`src/rtl/emu_ckpt_pkg.sv`:
```
// Shared definitions for the checkpoint scan-out writer: state encoding and
// the word-counter width helper.
package emu_ckpt_pkg;

    typedef logic [2:0] ckpt_state_t;

    localparam ckpt_state_t ST_IDLE  = 3'd0;
    localparam ckpt_state_t ST_HALT  = 3'd1;
    localparam ckpt_state_t ST_HDR   = 3'd2;
    localparam ckpt_state_t ST_FF    = 3'd3;
    localparam ckpt_state_t ST_MEM   = 3'd4;
    localparam ckpt_state_t ST_DRAIN = 3'd5;

    // Counter must hold the larger chain length in words.
    function automatic int cnt_width(input int ff_words, input int mem_words);
        int longest;
        longest = (ff_words > mem_words) ? ff_words : mem_words;
        return $clog2(longest + 1);
    endfunction

endpackage

```
`src/rtl/emu_ckpt_skid.sv`:
```
// Two-entry valid/ready skid buffer; the output register holds the word on
// the stream and the skid register catches one word while the sink stalls.
module emu_ckpt_skid #(
    parameter int W = 65
) (
    input  logic         clk,
    input  logic         rst_n,
    input  logic         in_valid,
    output logic         in_ready,
    input  logic [W-1:0] in_data,
    output logic         out_valid,
    input  logic         out_ready,
    output logic [W-1:0] out_data,
    output logic         empty
);

    logic         skid_valid;
    logic [W-1:0] skid_data;
    logic         in_fire;
    logic         out_open;

    // Accept only while the skid slot is free, so a full buffer stops upstream.
    assign in_ready = ~skid_valid;
    assign in_fire  = in_valid & in_ready;
    assign out_open = ~out_valid | out_ready;
    assign empty    = ~out_valid & ~skid_valid;

    always_ff @(posedge clk) begin
        if (!rst_n) begin
            out_valid  <= 1'b0;
            out_data   <= '0;
            skid_valid <= 1'b0;
            skid_data  <= '0;
        end else if (out_open) begin
            if (skid_valid) begin
                out_valid  <= 1'b1;
                out_data   <= skid_data;
                skid_valid <= 1'b0;
            end else begin
                out_valid <= in_fire;
                if (in_fire) begin
                    out_data <= in_data;
                end
            end
        end else if (in_fire) begin
            // Output word is stalled: hold it and park the new word.
            skid_valid <= 1'b1;
            skid_data  <= in_data;
        end
    end

endmodule

```
`src/rtl/emu_ckpt_scanout.sv`:
```
// Checkpoint writer: halts the emulated clock, rotates the FF then memory scan
// chains and streams each word out. Optional header word: EMU_CKPT_HEADER_EN.
module emu_ckpt_scanout
    import emu_ckpt_pkg::*;
#(
    parameter int DATA_WIDTH = 64,
    parameter int FF_WORDS   = 16,
    parameter int MEM_WORDS  = 8
) (
    input  logic                  clk,
    input  logic                  rst_n,
    input  logic                  start,
    output logic                  busy,
    output logic                  done,
    output logic                  halt_req,
    input  logic                  halted,
    input  logic                  emu_clk_en,
    output logic                  ff_se,
    input  logic [DATA_WIDTH-1:0] ff_so,
    output logic [DATA_WIDTH-1:0] ff_si,
    output logic                  mem_se,
    input  logic [DATA_WIDTH-1:0] mem_so,
    output logic [DATA_WIDTH-1:0] mem_si,
    output logic                  dout_valid,
    input  logic                  dout_ready,
    output logic [DATA_WIDTH-1:0] dout_data,
    output logic                  dout_last,
    output logic [2:0]            dbg_state
);

    localparam int CW = cnt_width(FF_WORDS, MEM_WORDS);

    ckpt_state_t           state;
    ckpt_state_t           state_nxt;
    logic [CW-1:0]         cnt;
    logic                  ff_final;
    logic                  mem_final;
    logic                  skid_in_valid;
    logic                  skid_in_ready;
    logic                  skid_empty;
    logic                  push;
    logic                  push_last;
    logic [DATA_WIDTH-1:0] push_data;
    logic [DATA_WIDTH:0]   skid_out;

`ifdef EMU_CKPT_HEADER_EN
    logic [63:0]           emu_cyc;
    logic [DATA_WIDTH-1:0] hdr_word;

    // Free-running emulated-cycle count; survives captures, cleared only by reset.
    always_ff @(posedge clk) begin
        if (!rst_n) begin
            emu_cyc <= '0;
        end else if (emu_clk_en) begin
            emu_cyc <= emu_cyc + 64'd1;
        end
    end

    assign hdr_word = DATA_WIDTH'(emu_cyc);
`else
    logic unused_emu_clk_en;
    assign unused_emu_clk_en = emu_clk_en;
`endif

    assign ff_final  = (cnt == CW'(FF_WORDS - 1));
    assign mem_final = (cnt == CW'(MEM_WORDS - 1));

    always_comb begin
        state_nxt     = state;
        skid_in_valid = 1'b0;
        push_data     = '0;
        push_last     = 1'b0;
        case (state)
            ST_IDLE: begin
                if (start) begin
                    state_nxt = ST_HALT;
                end
            end
            ST_HALT: begin
                if (halted) begin
`ifdef EMU_CKPT_HEADER_EN
                    state_nxt = ST_HDR;
`else
                    state_nxt = ST_FF;
`endif
                end
            end
`ifdef EMU_CKPT_HEADER_EN
            ST_HDR: begin
                skid_in_valid = 1'b1;
                push_data     = hdr_word;
                if (skid_in_ready) begin
                    state_nxt = ST_FF;
                end
            end
`endif
            ST_FF: begin
                skid_in_valid = 1'b1;
                push_data     = ff_so;
                push_last     = (MEM_WORDS == 0) && ff_final;
                if (skid_in_ready && ff_final) begin
                    state_nxt = (MEM_WORDS == 0) ? ST_DRAIN : ST_MEM;
                end
            end
            ST_MEM: begin
                skid_in_valid = 1'b1;
                push_data     = mem_so;
                push_last     = mem_final;
                if (skid_in_ready && mem_final) begin
                    state_nxt = ST_DRAIN;
                end
            end
            ST_DRAIN: begin
                if (skid_empty) begin
                    state_nxt = ST_IDLE;
                end
            end
            default: state_nxt = ST_IDLE;
        endcase
    end

    // Any state change enters a new phase, so the word count restarts.
    always_ff @(posedge clk) begin
        if (!rst_n) begin
            state <= ST_IDLE;
            cnt   <= '0;
        end else begin
            state <= state_nxt;
            if (state_nxt != state) begin
                cnt <= '0;
            end else if (push) begin
                cnt <= cnt + 1'b1;
            end
        end
    end

    assign push = skid_in_valid & skid_in_ready;

    // A chain shifts exactly when its head word is taken by the buffer.
    assign ff_se  = (state == ST_FF) & skid_in_ready;
    assign mem_se = (state == ST_MEM) & skid_in_ready;
    assign ff_si  = ff_so;
    assign mem_si = mem_so;

    assign busy      = (state != ST_IDLE);
    assign halt_req  = (state != ST_IDLE);
    assign done      = (state == ST_DRAIN) & skid_empty;
    assign dbg_state = state;

    emu_ckpt_skid #(
        .W(DATA_WIDTH + 1)
    ) u_skid (
        .clk      (clk),
        .rst_n    (rst_n),
        .in_valid (skid_in_valid),
        .in_ready (skid_in_ready),
        .in_data  ({push_last, push_data}),
        .out_valid(dout_valid),
        .out_ready(dout_ready),
        .out_data (skid_out),
        .empty    (skid_empty)
    );

    assign dout_last = skid_out[DATA_WIDTH];
    assign dout_data = skid_out[DATA_WIDTH-1:0];

endmodule

```
`config.mk`:
```
export PLATFORM = sky130hd
export DESIGN_NAME = emu_ckpt_scanout
export DESIGN_NICKNAME = d
export VERILOG_FILES = /design/src/rtl/emu_ckpt_pkg.sv /design/src/rtl/emu_ckpt_skid.sv /design/src/rtl/emu_ckpt_scanout.sv
export SDC_FILE = /design/constraint.sdc
export NUM_CORES = 1
export LEC_CHECK = 0
export BUFFER_PORTS_ARGS = -buffer_cell sky130_fd_sc_hd__buf_2
export CORE_ASPECT_RATIO = 1.1
export CORE_MARGIN = 1
export CORE_UTILIZATION = 40
export DETAILED_ROUTE_END_ITERATION = 8
export PLACE_DENSITY = 0.8
export SLEW_MARGIN = 20
export SYNTH_ARGS = -nofsm -noshare
export SYNTH_HDL_FRONTEND = slang
export SYNTH_SLANG_ARGS = --single-unit
```
`constraint.sdc`:
```
create_clock -name clk -period 4.98 [get_ports clk]
set_input_delay 0.249 -clock clk [delete_from_list [all_inputs] [get_ports clk]]
set_output_delay 0.249 -clock clk [all_outputs]
set_load 0.05 [all_outputs]
```
* Word-level counts from Yosys, hierarchy flattened
Index checks and enable logic that the tools add are counted.
** Storage, ports and cells
- Register bits after elaboration :: 140
- Input bits :: 134
- Logic and storage cells :: 46
** Operators by class
- $add $sub $neg :: 1
- Equality and inequality tests :: 7
- Multiplexer cells :: 12
- Bitwise logic cells :: 10
- Reductions and logical operators :: 10
** Operators by type and width (number)
- 65-bit 2-to-1 mux :: 2
- 64-bit case mux with 2 select lines :: 1
- 3-bit 2-to-1 mux :: 5
- 3-bit case mux with 5 select lines :: 1
- 3-bit == test, second input constant :: 2
- 2-bit OR reduction :: 3
- 5-bit by 1-bit adder with 5-bit output, second input constant :: 1
- 1-bit AND :: 5
- 5-bit by 3-bit == test with 1-bit output, second input constant :: 1
- 5-bit by 4-bit == test with 1-bit output, second input constant :: 1
- 1-bit inverter :: 4
- 2-bit AND reduction :: 2
- 3-bit by 1-bit == test with 1-bit output, second input constant :: 1
- 3-bit by 2-bit == test with 1-bit output, second input constant :: 1
- 3-bit logical NOT :: 1
- 1-bit 2-to-1 mux :: 3
- 3-bit inequality test :: 1
- 3-bit nonzero test :: 1
- 1-bit logical AND :: 2
- 2-bit nonzero test :: 1
- 1-bit OR :: 1

* Depth between registers and ports, before layout
Gate-level depths: netlist of the first run.
- Word-level depth :: 6
- Depth in mapped cells :: 7
- Mapped depth without buffers :: 7

* Cells and area by module
From an unflattened synthesis of the first run, not the netlist that was laid out.
** Unflattened totals
- Cells, all modules :: 858
- Area total of the unflattened synthesis :: 7795.0 sq um
** By module, submodules not included
- emu_ckpt_skid :: instances 1, cells each 590, area an instance 5636.7 sq um
- emu_ckpt_scanout :: instances 1, cells each 268, area an instance 2158.3 sq um

* Worst setup path after synthesis of the first run
No wires, ideal clock.
- Kind :: register to output
- Start point :: register state[0] (netlist: dbg_state[0])
- End point :: output port done
- Arrival time :: 2.494 ns
- Required time :: 4.731 ns
- Slack :: 2.237 ns
- Stages on the path, launching flop included :: 4
- Path through :: dfxtp_1 buf_4 inv_1 nor4_1
** On the way
- Word-level cells in the longest chain between the ends :: 2
** RTL lines
- start: declaration :: RTL line emu_ckpt_scanout.sv:33 : ckpt_state_t state;
- start signal: assignment :: RTL line emu_ckpt_scanout.sv:128 : state <= state_nxt;
- 3-bit == test :: RTL line emu_ckpt_scanout.sv:147 : assign done = (state == ST_DRAIN) & skid_empty;
- 1-bit AND :: RTL line emu_ckpt_scanout.sv:147
- end: declaration :: RTL line emu_ckpt_scanout.sv:14 : output logic done,
No other way between the ends.

* Worst setup path after layout of the first run
- Start point :: register state[1] (netlist: dbg_state[1])
- End point :: register u_skid.out_data[63]
** On the way
- Word-level cells in the longest chain between the ends :: 6
- Elaborated cells between the ends (all ways) :: 10
- Classes of those cells :: 2 x eq/ne; 4 x mux; 1 x bitwise; 3 x reduce/logical
** RTL lines
- 3-bit by 2-bit == test with 1-bit output / 3-bit == test (equally long branches) :: RTL line emu_ckpt_scanout.sv:73 : case (state)
- 2-bit OR reduction (no source line)
- 1-bit 2-to-1 mux :: RTL line emu_ckpt_scanout.sv:73
- 1-bit AND :: RTL line emu_ckpt_skid.sv:24 : assign in_fire = in_valid & in_ready;
- 2-bit nonzero test (no source line)
- 2-bit AND reduction (no source line)
- end signal: assignment :: RTL line emu_ckpt_skid.sv:37 : out_data <= skid_data;
- end signal: assignment :: RTL line emu_ckpt_skid.sv:42 : out_data <= in_data;
- end: declaration :: RTL line emu_ckpt_skid.sv:13 : output logic [W-1:0] out_data,
Parallel ways exist; a longest one is shown, timed or not. The select of a mux whose other input is x is not followed.
A chain may end at the register's enable or synchronous reset.

==> results.toml, run 1 <==
[detailed_routing]
vias = 6210
ant_nets = 0
drt_iter0_markers = 292
route.detailed.drc = 0
wirelength_um = 17500
wl_per_cell_um = 14.6
vias_per_cell = 5.18
drtPass1Iterations = 5

[logic_synthesis]
synth_flop_cell = "dfxtp_1"
synth_seq_cells = 140
syn_area_mm2 = 0.00710
synth_cell_types = 43
syn_area_per_cell_um2 = 8.98
seq_area_frac_synth = 0.395
async_flop_share = 0
synth_edf_count = 0
syn_nets = 926
yosys_warnings = 0
synth_cells = 790

[final_layout]
drive_gt1_frac = 0.394
final_util = 0.490
stdcell_area_mm2 = 0.00842
multi_input_area_mm2 = 0.00295
fill_cells = 1592
seqCellArea_mm2 = 0.00281
area_delta_synth_final_pct = 18.7
nets = 1090
num_antenna_cells = 0

[place]
dp_hpwl_um = 11800
dpl_cell_area_mm2 = 0.00778
io_buffer_count = 334
gp_congestion = 0.775

[timing]
drv_slew = 0
hold_violations = 0
holdWs_ps = 105
rsz0062_at_grt = "false"
finalSetupTns_ps = 0
skew_ps = 9.03
fmaxAchievable_mhz = 329
finalCriticalPeriod_ps = 3040
worstMarginPinSlew_ps = 1070
finalCritPeriodShare = 0.611
max_slew_margin = 0.289
setup_violations = 0

[worst_setup_path]
worst-path-buf-inv = 1
startpoint_type = "flip-flop"
critPathSlowestCell = "and3b_2"
crit_path_end_kind = "flip-flop"
critPathKind = "flip-flop to flip-flop"
worst_ep_required_time_ps = 5340
worstPathCellList = "and3b_2, nor3_2, nor2_4, buf_4, a22o_1"
cp.arrival_ps = 3400
critPathMaxFanout = 34
path_delay_family = "simple AND/OR/NAND/NOR gates"
max_stage_delay_ps = 730

[die]
start_util = 0.413
coreArea_mm2 = 0.0172
rows = 50
die_area_mm2 = 0.0183
die_w_um = 129
die_h_um = 142
io_pins = 336

[global_route]
grt_pass1_wl_um = 26300
grt_use_total = 0.185
grt_max_degree = 90
grt_pass1_vias = 5312
grt_remaining_overflow = 0
antenna_found_initial = 0

[clocking]
cts-buffers-inserted = 17
cts_setup_buffers = 0
cts_hold_buf = 0
cts_sinks = 140
cts_tree = "built"
cts.reportedPaths.clkPinSlew_ps = 60
cts_max_path_buffers = 2
cts_root_buf = "clkbuf_16"
ctsResizeCount = 0
cts_htree_levels = 4
clock_latency_ps = 420

[pwr]
powerDensity_mw_per_mm2 = 344
vdd_drop_max_mv = 0.201
p_total_uw = 2900
p_leak_uw = 0.00444

[run]
maxCapViolations = 0

[outcome]
status = "complete, no violations"

[worst_hold_path]
hold_path.class = "input pin to flip-flop"
==> cells in the final DEF (no fill, tap or decap), types with 6 or more instances in the layout <==
master     instances
buf_2            334
dfxtp_1          139
nand2_1          138
a22oi_1           64
o211a_1           64
a22o_1            64
o21ai_0           62
clkbuf_16         17
a21oi_1            8
nor2_1             7
buf_4              7
o21ai_1            6
==> state kept, by name, summed over array words and instances, names as in the netlist <==
name,cells
u_skid.out_valid,1
cnt,5
dbg_state,3
u_skid.out_data,65
u_skid.skid_data,65
u_skid.skid_valid,1
==> metal layers <==
layer  up-vias  GRT usage  share of wire
li1       3038          -              -
met4         0     0.0700          0.013
met1      2908      0.210           0.42
met2       245      0.333           0.51
met3        19     0.0407          0.054
met5         -          0              0
==> Yosys cell counts, types with 2 or more instances <==
cell type,n,area [um^2]
xor2_1,2,17.5
a22o_1,64,561
nand3_1,3,15.0
buf_6,8,90.1
inv_1,2,7.51
clkbuf_1,23,86.3
nand2_1,138,518
nand2b_1,4,25.0
o21ai_0,62,310
a21boi_0,2,15.0
nor2_1,7,26.3
buf_2,21,105
o21ai_1,6,30.0
a22oi_1,64,480
buf_4,143,1070
or3_1,2,12.5
and2_1,2,12.5
ha_1,2,25.0
dfxtp_1,140,2800
and3_1,2,12.5
o211a_1,64,641
a21oi_1,8,40.0
==> layout make-up <==
class,count,share of cell area
inverters,2,0.000891
flip-flops and latches,140,0.333
clock inverters,13,0.0257
well taps,234,0.0348
multi-input cells,452,0.350
clock buffers,18,0.0509
repair buffers,341,0.205
==> worst min-delay path, delay by kind of cell <==
family          cells  cell delay, ps
buf+inv             1             110
simple gates        1              60
compound gates      1              60
==> report_power, final <==
group          switching [uW]  internal [uW]  total [uW]
Clock                     498            891        1390
Combinational             292           87.8         380
Sequential               5.47           1120        1130
Total                     796           2100        2900
==> per-stage QoR <==
step,setup slack [ps],std cells
floorplan,2240,790
global placement,1970,1169
detailed placement,1940,1169
CTS,1900,1200
global route,1620,1200
finish,1940,1200
==> worst paths after layout <==
path / startpoint / to / slack, ps / cells after the start
worst max-delay path: dbg_state[1] / u_skid.out_data[63] / 1940 / 5
worst min-delay path: halted / dbg_state[1] / 100 / 3
worst max register to register: dbg_state[1] / u_skid.out_data[63] / 1940 / 5
worst min register to register: u_skid.out_data[45] / u_skid.out_data[45] / 470 / 1
==> cell families (layout without fill, tap and decap cells) <==
family          Yosys count  after routing  share of synthesized area
xor+xnor                  2              2                    0.00247
compound gates          279            279                      0.303
simple gates            169            169                      0.104
buf+inv                 198            374                      0.193
flops                   140            140                      0.395
fa+ha+maj                 2              2                    0.00353
Note: power is estimated with default switching activity, not from simulation.
==> inputs of run 2 (changes only) <==
Settings changed: ABC_AREA set to 1, PLACE_DENSITY 0.8 to 0.79.
Clock period 4.98 ns to 2.68 ns, I/O delays scaled along.
==> run 2 against run 1 <==
Compared with the run above:
- sequential power grew 88%
- final cell count grew 55%
- clock skew shrank 0.53 ps
- critical path depth is the same
- total power grew 92%
- clock power grew 81%
- register-to-register slack lost 1300 ps
- critical path type is now flip-flop to output port
- sequential share of layout area shrank 5.1 points
- wire length grew 26%
- combinational power grew 140%
- final area grew 18%
==> results.toml, run 2 <==
[pwr]
switchingPower_uw = 1720
power.share.clock = 0.454
p_total_uw = 5550
p_leak_uw = 0.00532
combPwrFrac = 0.165
powerDensity_mw_per_mm2 = 557
intPower_uw = 3820
vdd_drop_max_mv = 0.416
sw_frac_of_total = 0.311
seqPwrFrac = 0.382

[logic_synthesis]
synth.most_common_cell = "nand2_1"
seq_area_frac_synth = 0.328
synth_edf_count = 0
ys_top_cells_by_area = "dfxtp_1 33%, nand2_1 15%, inv_1 12%"
post-synth-top-area-fraction = 0.328
synth_cells = 1402
yosys-top-cells-count = "336 x nand2_1, 272 x inv_1, 217 x nor2_1"
yosysTopAreaCell = "dfxtp_1"
synth_flop_cell = "dfxtp_1"
async_flop_share = 0
synth_cell_types = 24
yosys_warnings = 0
syn_area_per_cell_um2 = 6.10
synth_seq_cells = 140
syn_nets = 1538
syn_area_mm2 = 0.00855

[timing]
setup_violations = 0
skew_ps = 8.50
fmaxAchievable_mhz = 468
finalCriticalPeriod_ps = 2140
rsz0062_at_grt = "false"
max_slew_margin = 0.347
worstMarginPinSlew_ps = 980
hold_violations = 0
finalCritPeriodShare = 0.798
finalSetupTns_ps = 0
drv_slew = 0

[worst_setup_path]
ff2ff_path_depth = 11
critPathMaxFanout = 66
startpoint_type = "flip-flop"
critPathKind = "flip-flop to output port"
worst_ep_required_time_ps = 2550
cp.arrival_ps = 2000
ff2ff_setup_slack_ps = 590
crit_path_end_kind = "output port"

[worst_hold_path]
hold_path.class = "input pin to flip-flop"
hold_path_depth = 4

[global_route]
grt_use_total = 0.201
grt_pass1_wl_um = 35200
grt_pass1_vias = 7395
antenna_found_initial = 1
grt_max_degree = 97
grt_remaining_overflow = 0

[final_layout]
fill_cells = 2134
top_regs = "u_skid.out_data (65), u_skid.skid_data (65), cnt (5)"
final_util = 0.479
num_antenna_cells = 0
drive_gt1_frac = 0.250
area_delta_synth_final_pct = 16.5
mostFrequentLayoutCells = "334 x nand2_1, 334 x buf_2, 272 x inv_1"
nets = 1697

[detailed_routing]
ant_nets = 0
drt_iter0_markers = 347
wirelength_um = 22000
vias_per_cell = 4.53
wl_per_cell_um = 11.8
route.detailed.drc = 0
drtPass1Iterations = 4
vias = 8412

[clocking]
cts-buffers-inserted = 17
cts_tree = "built"
cts_sinks = 140
cts_root_buf = "clkbuf_16"
cts.reportedPaths.clkPinSlew_ps = 60
cts_max_path_buffers = 2
cts_htree_levels = 4
ctsResizeCount = 0
clock_latency_ps = 410
cts_hold_buf = 0
cts_setup_buffers = 0

[outcome]
status = "complete, no violations"

[place]
io_buffer_count = 334
dp_hpwl_um = 14600
gp_congestion = 0.762

[die]
io_pins = 336
start_util = 0.411
die_area_mm2 = 0.0220
die_w_um = 141
die_h_um = 155
rows = 55
coreArea_mm2 = 0.0208

[run]
maxCapViolations = 0
## run 2: critical path: stages (launching register included)
cell and delay, ps:
dfxtp_1 480, inv_2 70, nand3_2 80, buf_4 610, nor2_1 70, buf_2 250
## run 2: path summary, 6_finish.rpt
check                                          start                    to
worst min-delay path                      dout_ready      u_skid.out_valid
worst max-delay path                    dbg_state[2]                 ff_se
worst min register to register  u_skid.skid_data[64]  u_skid.skid_data[64]
worst max register to register          dbg_state[0]   u_skid.out_data[43]
## run 2: power by group through the flow
stage	combinational [uW]	sequential, uW	clock, uW
finish	913	2120	2520
global route	971	2120	2690
CTS	918	2120	2580
detailed placement	916	2160	0
global placement	906	2160	0
floorplan	703	2250	0
## run 2: kinds of logic (layout without fill, tap and decap cells)
logic type,after synthesis,after routing,share of synthesized area
AND/OR/NAND/NOR,634,634,0.292
flip-flops,140,140,0.328
AO/OA/AOI/OAI,139,139,0.0909
adder cells (fa/ha/maj),2,2,0.00293
buffers and inverters,485,657,0.285
XOR/XNOR,2,2,0.00205
## run 2: area by class of cell
| class | instances | area, um^2 | area share |
|---|---|---|---|
| Tap cell | 285 | 357 | 0.0358 |
| Sequential cell | 140 | 2810 | 0.282 |
| Multi-Input combinational cell | 777 | 3330 | 0.334 |
| Clock buffer | 17 | 425 | 0.0427 |
| Clock inverter | 15 | 200 | 0.0201 |
| Inverter | 277 | 1040 | 0.105 |
| Timing Repair Buffer | 348 | 1800 | 0.181 |
## run 2: layer usage
metal  part of all wire  global-route usage
met4              0.015              0.0717
met1               0.42               0.224
met2               0.51               0.377
met3              0.056              0.0379
met5                  0                   0
## run 2: through the flow
stage | worst slack, ps | std cells | area (um^2) | hold WS (ps)
2_1_floorplan | 597 | 1402 | 8550 | 347
5_1_grt | 316 | 1859 | 9960 | 42.6
3_3_place_gp | 583 | 1827 | 9330 | 442
4_1_cts | 521 | 1859 | 9960 | 26.8
3_5_place_dp | 527 | 1827 | 9330 | 455
6_report | 541 | 1859 | 9960 | 48.9
==> inputs of run 3 (changes only) <==
Settings changed: PLACE_DENSITY 0.79 to 0.77.
Clock period 2.68 ns to 2.2 ns, I/O delays scaled along.
==> run 3 against run 2 <==
Compared with the run above:
- total power is 21% higher
- combinational power is 22% higher
- wire length barely moved
- die area unchanged
- first-iteration DRC count is 11% higher
- non-clock buffer count grew 4
- sequential power is 22% higher
- clock-buffer cell count increased by 3
- final cell count increased by 0.27%
- sequential share of layout area is 0.19 points lower
- largest cell class unchanged
- highest routed layer is now met5
==> results.toml, run 3 (same netlist as run 2, synthesis figures left out) <==
[place]
dpl_cell_area_mm2 = 0.00941
dp_hpwl_um = 14700
gp_congestion = 0.767
io_buffer_count = 334
dp.cells = 1831

[worst_setup_path]
critPathMaxFanout = 5
crit_path_end_kind = "output port"
max_stage_delay_ps = 370
worstPathCellList = "inv_1, nand3_1, nor3_1, buf_2"
path_delay_family = "buffers and inverters"
critPathSlowestCell = "dfxtp_1"
worst-path-buf-inv = 2
worst_ep_required_time_ps = 2090
critPathKind = "flip-flop to output port"
startpoint_type = "flip-flop"
cp.arrival_ps = 1740

[pwr]
seqPwrFrac = 0.385
powerDensity_mw_per_mm2 = 669
vdd_drop_max_mv = 0.505
intPower_uw = 4680
power.share.clock = 0.449
sw_frac_of_total = 0.302
combPwrFrac = 0.166
p_leak_uw = 0.00534
switchingPower_uw = 2020

[final_layout]
fill_cells = 2184
top_regs = "u_skid.out_data (65), u_skid.skid_data (65), cnt (5)"
area_delta_synth_final_pct = 17.3
drive_gt1_frac = 0.252
stdcell_area_mm2 = 0.0100
mostFrequentLayoutCells = "334 x nand2_1, 334 x buf_2, 272 x inv_1"
nets = 1701
finalNonFillerCells = 1864

[timing]
finalCriticalPeriod_ps = 1850
max_slew_margin = 0.451
skew_ps = 11.6
finalSetupTns_ps = 0
finalCritPeriodShare = 0.843
fmaxAchievable_mhz = 539
setup_violations = 0
hold_violations = 0
drv_slew = 0
worstMarginPinSlew_ps = 824
holdWs_ps = 51.9
rsz0062_at_grt = "false"

[die]
rows = 55
die_area_mm2 = 0.0220
start_util = 0.411
die_h_um = 155
coreArea_mm2 = 0.0208
io_pins = 336
die_w_um = 141

[clocking]
cts_setup_buffers = 0
cts_max_path_buffers = 2
cts_sinks = 140
cts_root_buf = "clkbuf_16"
ctsResizeCount = 0
cts.reportedPaths.clkPinSlew_ps = 60
cts_htree_levels = 4
cts_hold_buf = 0
cts_tree = "built"
cts-buffers-inserted = 17
clock_latency_ps = 410

[worst_hold_path]
hold_path.class = "input pin to flip-flop"

[global_route]
antenna_found_initial = 3
grt_max_degree = 69
grt_pass1_vias = 7083
grt_remaining_overflow = 0
grt_use_total = 0.198
grt_pass1_wl_um = 34600

[outcome]
status = "complete, no violations"

[detailed_routing]
route.detailed.drc = 0
wirelength_um = 22000
drtPass1Iterations = 4
drt_iter0_markers = 386
vias_per_cell = 4.44
wl_per_cell_um = 11.8
vias = 8284
ant_nets = 0

[run]
maxCapViolations = 0
run 3: final timing paths:
kind	start	to	slack [ps]	cells after the start
max	dbg_state[1]	done	350	4
max reg2reg	dbg_state[1]	u_skid.out_data[10]	350	11
min reg2reg	u_skid.skid_data[64]	u_skid.skid_data[64]	450	2
min	dout_ready	u_skid.out_valid	50	4
run 3: cell type report:
class,instances,area [um^2],area share
tap,285,357,0.0356
multi-input combinational,777,3330,0.333
inverter,277,1040,0.104
clock inverter,12,160,0.0160
clock buffer,20,457,0.0455
antenna,1,2.50,0.000250
timing repair buffer,352,1870,0.186
sequential,140,2810,0.280
run 3: worst register-to-register path: cells and delay by family (launching register included):
| kind | cells | cell delay, ps |
|---|---|---|
| buf+inv | 2 | 460 |
| simple gates | 9 | 940 |
| flops | 1 | 370 |
run 3: routing by layer:
metal	up-vias	track usage	share of wire
met5	-	0	0.00059
met4	2	0.0676	0.020
met3	24	0.0369	0.053
met2	265	0.354	0.49
met1	3624	0.236	0.44
li1	4369	-	-
run 3: stage by stage:
step                      setup slack [ps]   util  total power [uW]
after floorplan                        141      -              3590
after global placement                 415  0.453              3750
after detailed placement               356  0.453              3760
after CTS                              272  0.482              6800
after global routing                   132  0.482              6980
final                                  346  0.482              6710
run 3: power groups by stage:
stage	Sequential, uW	Combinational (uW)	Clock, uW
CTS	2580	1120	3100
finish	2580	1110	3010
global route	2580	1190	3210
detailed placement	2640	1120	0
global placement	2640	1110	0
floorplan	2740	857	0
